==> config.mk <==
export PLATFORM = sky130hd
export DESIGN_NAME = sb_tx_pkt_serializer
export DESIGN_NICKNAME = d
export VERILOG_FILES = /design/src/rtl/sb_tx_pkt_serializer.sv
export SDC_FILE = /design/constraint.sdc
export NUM_CORES = 1
export LEC_CHECK = 0
export BUFFER_PORTS_ARGS = -buffer_cell sky130_fd_sc_hd__buf_4
export CORE_MARGIN = 2
export CORE_UTILIZATION = 53
export CTS_CLUSTER_DIAMETER = 150
export CTS_CLUSTER_SIZE = 28
export DETAILED_ROUTE_END_ITERATION = 7
export PLACE_DENSITY = 0.79
export SLEW_MARGIN = 20
export SYNTH_ARGS = -nofsm -noshare
export SYNTH_HDL_FRONTEND = slang
export SYNTH_SLANG_ARGS = --single-unit
==> constraint.sdc <==
create_clock -name clk -period 2.1 [get_ports clk]
set_input_delay 0.21 -clock clk [delete_from_list [all_inputs] [get_ports clk]]
set_output_delay 0.21 -clock clk [all_outputs]
set_load 0.005 [all_outputs]
==> src/rtl/sb_tx_pkt_serializer.sv <==
// Sideband transmit serializer: accepts one packet over valid/ready, shifts it out LSB first
// with a one-cycle-leading clock-gate enable, then holds the lane quiet for the idle gap.
module sb_tx_pkt_serializer #(
    parameter int unsigned PKT_W = 64,
    parameter int unsigned GAP_W = 32,
    parameter int unsigned CNT_W = 7
) (
    input  logic             clk,
    input  logic             rst_n,
    input  logic [PKT_W-1:0] pkt_data_i,
    input  logic             pkt_valid_i,
    output logic             pkt_ready_o,
    output logic             clk_en_o,
    output logic             ser_data_o,
    output logic             busy_o,
    output logic             pkt_done_o
);

    localparam logic [CNT_W-1:0] CNT_ONE      = CNT_W'(1);
    localparam logic [CNT_W-1:0] CNT_PKT_END  = CNT_W'(PKT_W);
    localparam logic [CNT_W-1:0] CNT_CLK_LAST = CNT_W'(PKT_W - 1);
    localparam logic [CNT_W-1:0] CNT_GAP_END  = CNT_W'(GAP_W - 1);

    typedef enum logic [1:0] {
        ST_IDLE  = 2'd0,
        ST_SHIFT = 2'd1,
        ST_GAP   = 2'd2
    } state_e;

    state_e             state_q, state_d;
    logic [CNT_W-1:0]   cnt_q, cnt_d;
    logic [PKT_W-1:0]   shreg_q, shreg_d;
    logic               clk_en_q, clk_en_d;
    logic               ser_data_q, ser_data_d;
    logic               busy_q, busy_d;
    logic               done_q, done_d;
    logic               xfer;

    // Ready in IDLE and in the last gap cycle so packets can run back-to-back.
    assign pkt_ready_o = (state_q == ST_IDLE) ||
                         ((state_q == ST_GAP) && (cnt_q == CNT_GAP_END));
    assign xfer        = pkt_valid_i && pkt_ready_o;

    always_comb begin
        state_d    = state_q;
        cnt_d      = cnt_q;
        shreg_d    = shreg_q;
        clk_en_d   = 1'b0;
        ser_data_d = 1'b0;
        done_d     = 1'b0;

        unique case (state_q)
            ST_IDLE: begin
                if (xfer) begin
                    state_d  = ST_SHIFT;
                    cnt_d    = '0;
                    shreg_d  = pkt_data_i;
                    clk_en_d = 1'b1;
                end
            end
            ST_SHIFT: begin
                if (cnt_q == CNT_PKT_END) begin
                    state_d = ST_GAP;
                    cnt_d   = '0;
                end else begin
                    // Enable leads data by one cycle, so it drops while the last bit goes out.
                    cnt_d      = cnt_q + CNT_ONE;
                    ser_data_d = shreg_q[0];
                    shreg_d    = {1'b0, shreg_q[PKT_W-1:1]};
                    clk_en_d   = (cnt_q != CNT_CLK_LAST);
                end
            end
            ST_GAP: begin
                if (cnt_q == CNT_GAP_END) begin
                    done_d = 1'b1;
                    cnt_d  = '0;
                    if (xfer) begin
                        state_d  = ST_SHIFT;
                        shreg_d  = pkt_data_i;
                        clk_en_d = 1'b1;
                    end else begin
                        state_d = ST_IDLE;
                    end
                end else begin
                    cnt_d = cnt_q + CNT_ONE;
                end
            end
            default: begin
                state_d = ST_IDLE;
                cnt_d   = '0;
            end
        endcase

        busy_d = (state_d != ST_IDLE);
    end

    always_ff @(posedge clk or negedge rst_n) begin
        if (!rst_n) begin
            state_q    <= ST_IDLE;
            cnt_q      <= '0;
            shreg_q    <= '0;
            clk_en_q   <= 1'b0;
            ser_data_q <= 1'b0;
            busy_q     <= 1'b0;
            done_q     <= 1'b0;
        end else begin
            state_q    <= state_d;
            cnt_q      <= cnt_d;
            shreg_q    <= shreg_d;
            clk_en_q   <= clk_en_d;
            ser_data_q <= ser_data_d;
            busy_q     <= busy_d;
            done_q     <= done_d;
        end
    end

    assign clk_en_o   = clk_en_q;
    assign ser_data_o = ser_data_q;
    assign busy_o     = busy_q;
    assign pkt_done_o = done_q;

endmodule

==> flow_summary.json <==
{
  "synth_top_area_share_pct": 36.4,
  "crit_chain": "nor4_4 -> a21oi_4 -> buf_4 -> buf_12 -> a41o_1 -> a221o_1",
  "cts_buffer_depth": 2,
  "antenna_found_initial": 0,
  "cp_max_fo": 37,
  "synth_fp_nets": 618,
  "fin_crit_ns": 2.04,
  "holdWs_ns": 0.252,
  "fin_area_mm2": 0.00633,
  "cts_made_buffers": 9,
  "final_max_slew_viol_count": 0,
  "path_delay_family": "compound AO/OA/AOI/OAI gates",
  "vdd_ir_drop_max_uv": 720,
  "setup_viol_count_final": 0,
  "viasPerCell": 6.89,
  "grt_overflow": 0,
  "grt_usage_pct": 26.3,
  "synth_edf_count": 0,
  "dp_hpwl_um": 8310,
  "drive_gt1_share_pct": 23.5,
  "syn_avg_cell_area_um2": 9.74,
  "final_common_cell": "buf_4",
  "ys_top_cells_by_area": "dfrtp_1 36%, a221o_1 12%, a41o_1 12%, a2111oi_0 10%, nor2b_1 7.7%",
  "final_cell_mix": "90 x buf_4, 75 x dfrtp_1, 69 x inv_1",
  "clock_skew_ns": 0.0180,
  "synth_seq_cells": 77,
  "die_h_um": 104,
  "hold_path_class": "input port to register",
  "hold_path_depth": 3,
  "hold_start": "pkt_data_i[62]",
  "routabilityCongestion": 0.878,
  "yosysWarningCount": 0,
  "die_w_um": 104,
  "cts-root-buf": "clkbuf_8",
  "io_buffers": 71,
  "end_kind": "register",
  "antenna_cells": 0,
  "postSynth.asyncResetShare_pct": 100,
  "rows": 36,
  "maxSlewHeadroom_pct": 69.6,
  "yosysSeqAreaShare_pct": 36.4,
  "grt_max_degree": 95,
  "area_growth_syn_to_layout_pct": 19.5,
  "ant_nets": 0,
  "clkTransAtPathRegs_ns": 0.10,
  "max_clock_freq_mhz": 491,
  "reg2reg_from": "cnt_q[2]",
  "crit_slowest_cell": "dfrtp_1",
  "reg2reg_depth": 6,
  "placed_area_mm2": 0.00598,
  "outcome": "finished, final reports clean",
  "grt_pass1_vias": 4734,
  "cts_tree": "done",
  "crit_cells": 6,
  "drc": 0,
  "drtIter0Drc": 522,
  "dieArea_mm2": 0.0108,
  "syn-instance-count": 544,
  "initial_core_util_pct": 54.5,
  "startpoint_type": "register",
  "insertion_delay_ns": 0.36,
  "cp.arrival_ns": 2.26,
  "path_buf_inv": 2,
  "grt_pass1_wl_um": 23800,
  "synth_top_cell_by_area": "dfrtp_1",
  "worst_path_largest_cell_delay_ns": 0.49,
  "placeableCoreArea_mm2": 0.00973,
  "synthFlopType": "dfrtp_1",
  "first_pass_iters": 5,
  "maxCapViolations": 0,
  "leakagePower_nw": 3.02,
  "power.density_mw_per_mm2": 1160,
  "critPathKind": "register to register",
  "fin_crit_sh_pct": 97.0,
  "syn-cell-area_mm2": 0.00530,
  "cp-startpoint": "cnt_q[2]",
  "synth_cell_types": 46,
  "grt_setup_unrepaired": "true",
  "io-pin-count": 72,
  "vias": 4992,
  "worst_pin_slew_ns": 0.445,
  "htreeDepth": 3,
  "wire_per_inst_um": 19.9,
  "nets": 661,
  "wl_um": 14500,
  "hold_violations": 0,
  "clock_sinks": 77,
  "required_ns": 2.33
}
## tightest hold or removal path, cell delays in order
cell	delay, ns
buf_4	0.08
a31oi_1	0.12
o2bb2ai_1	0.16
## cell type report
| cell class | instances | area (um^2) |
|---|---|---|
| tap | 133 | 166 |
| fill | 788 | 3390 |
| inverter | 69 | 259 |
| clock inverter | 5 | 83.8 |
| clock buffer | 11 | 141 |
| timing repair buffer | 104 | 915 |
| sequential | 77 | 1930 |
| multi-input combinational | 326 | 2840 |
## synth_stat cells, types with 2 or more instances
master,count
inv_1,69
or2_2,2
nor3_1,2
a311oi_1,2
buf_6,8
and3_1,2
a221o_1,62
nand3_1,3
o21ai_0,3
nor2b_1,65
nand2_1,12
a2111oi_0,62
nor2_1,2
buf_1,4
a31oi_1,2
clkbuf_1,35
dfrtp_1,77
and2_1,2
buf_2,26
a21oi_1,4
o211ai_1,7
a41o_1,62
nor4b_1,2
ha_1,7
## metrics by stage
stage          utilization [%]  TNS [ns]  std cells  setup slack [ns]  power, mW
2_1_floorplan                -         0        544            0.0323       4.97
3_3_place_gp              61.5         0        703            0.0222       5.81
3_5_place_dp              61.5    -0.196        703           -0.0289       5.98
4_1_cts                   64.4         0        722            0.0104       7.30
5_1_grt                   65.1   -0.0208        725          -0.00730       7.86
6_report                  65.1         0        725            0.0621       7.37
## worst paths after layout
| kind | endpoint | slack (ns) |
|---|---|---|
| setup / recovery | shreg_q[44] | 0.06 |
| max in group asynchronous | cnt_q[0] | 1.12 |
| min in group asynchronous | shreg_q[55] | 0.33 |
| hold / removal | shreg_q[62] | 0.25 |
| setup reg to reg | shreg_q[44] | 0.06 |
| hold reg to reg | shreg_q[0] | 0.52 |
## power by group
group	internal (mW)	total (mW)	switching, mW	leakage (nW)
Clock	0.705	1.29	0.582	0.106
Sequential	2.09	2.61	0.516	0.984
Combinational	1.72	3.48	1.75	1.94
## sequential cells by signal, summed over array words and instances, names as in the netlist
signal      flops
busy_o          1
clk_en_o        1
cnt_q           7
pkt_done_o      1
ser_data_o      1
shreg_q        64
state_q         2
## cell families (layout without fill, tap and decap cells)
logic type / Yosys count / after routing / synth area share [%]
buffers and inverters: 142 / 189 / 11.8
flip-flops: 77 / 77 / 36.4
adder cells (fa/ha/maj): 7 / 7 / 1.65
AO/OA/AOI/OAI: 217 / 217 / 38.1
AND/OR/NAND/NOR: 101 / 102 / 12.1
## repair_timing
action / in CTS / in global routing
setup endpoints to repair: 52 / 65
gates cloned: 1 / 0
hold buffers: 1 / 0
pin swaps: 1 / 1
setup buffers: 1 / 3
hold endpoints to repair: 31 / 0
resized for setup: 7 / 15
## layer usage
layer / vias to the layer above / global-route usage (%) / part of all wire (%)
met5: - / 0 / 0
met4: 0 / 7.82 / 1.5
met1: 2475 / 38.7 / 44
met3: 26 / 3.51 / 7.0
met2: 254 / 40.6 / 48
li1: 2237 / - / -
No activity file was read; power rests on OpenSTA's default activity.
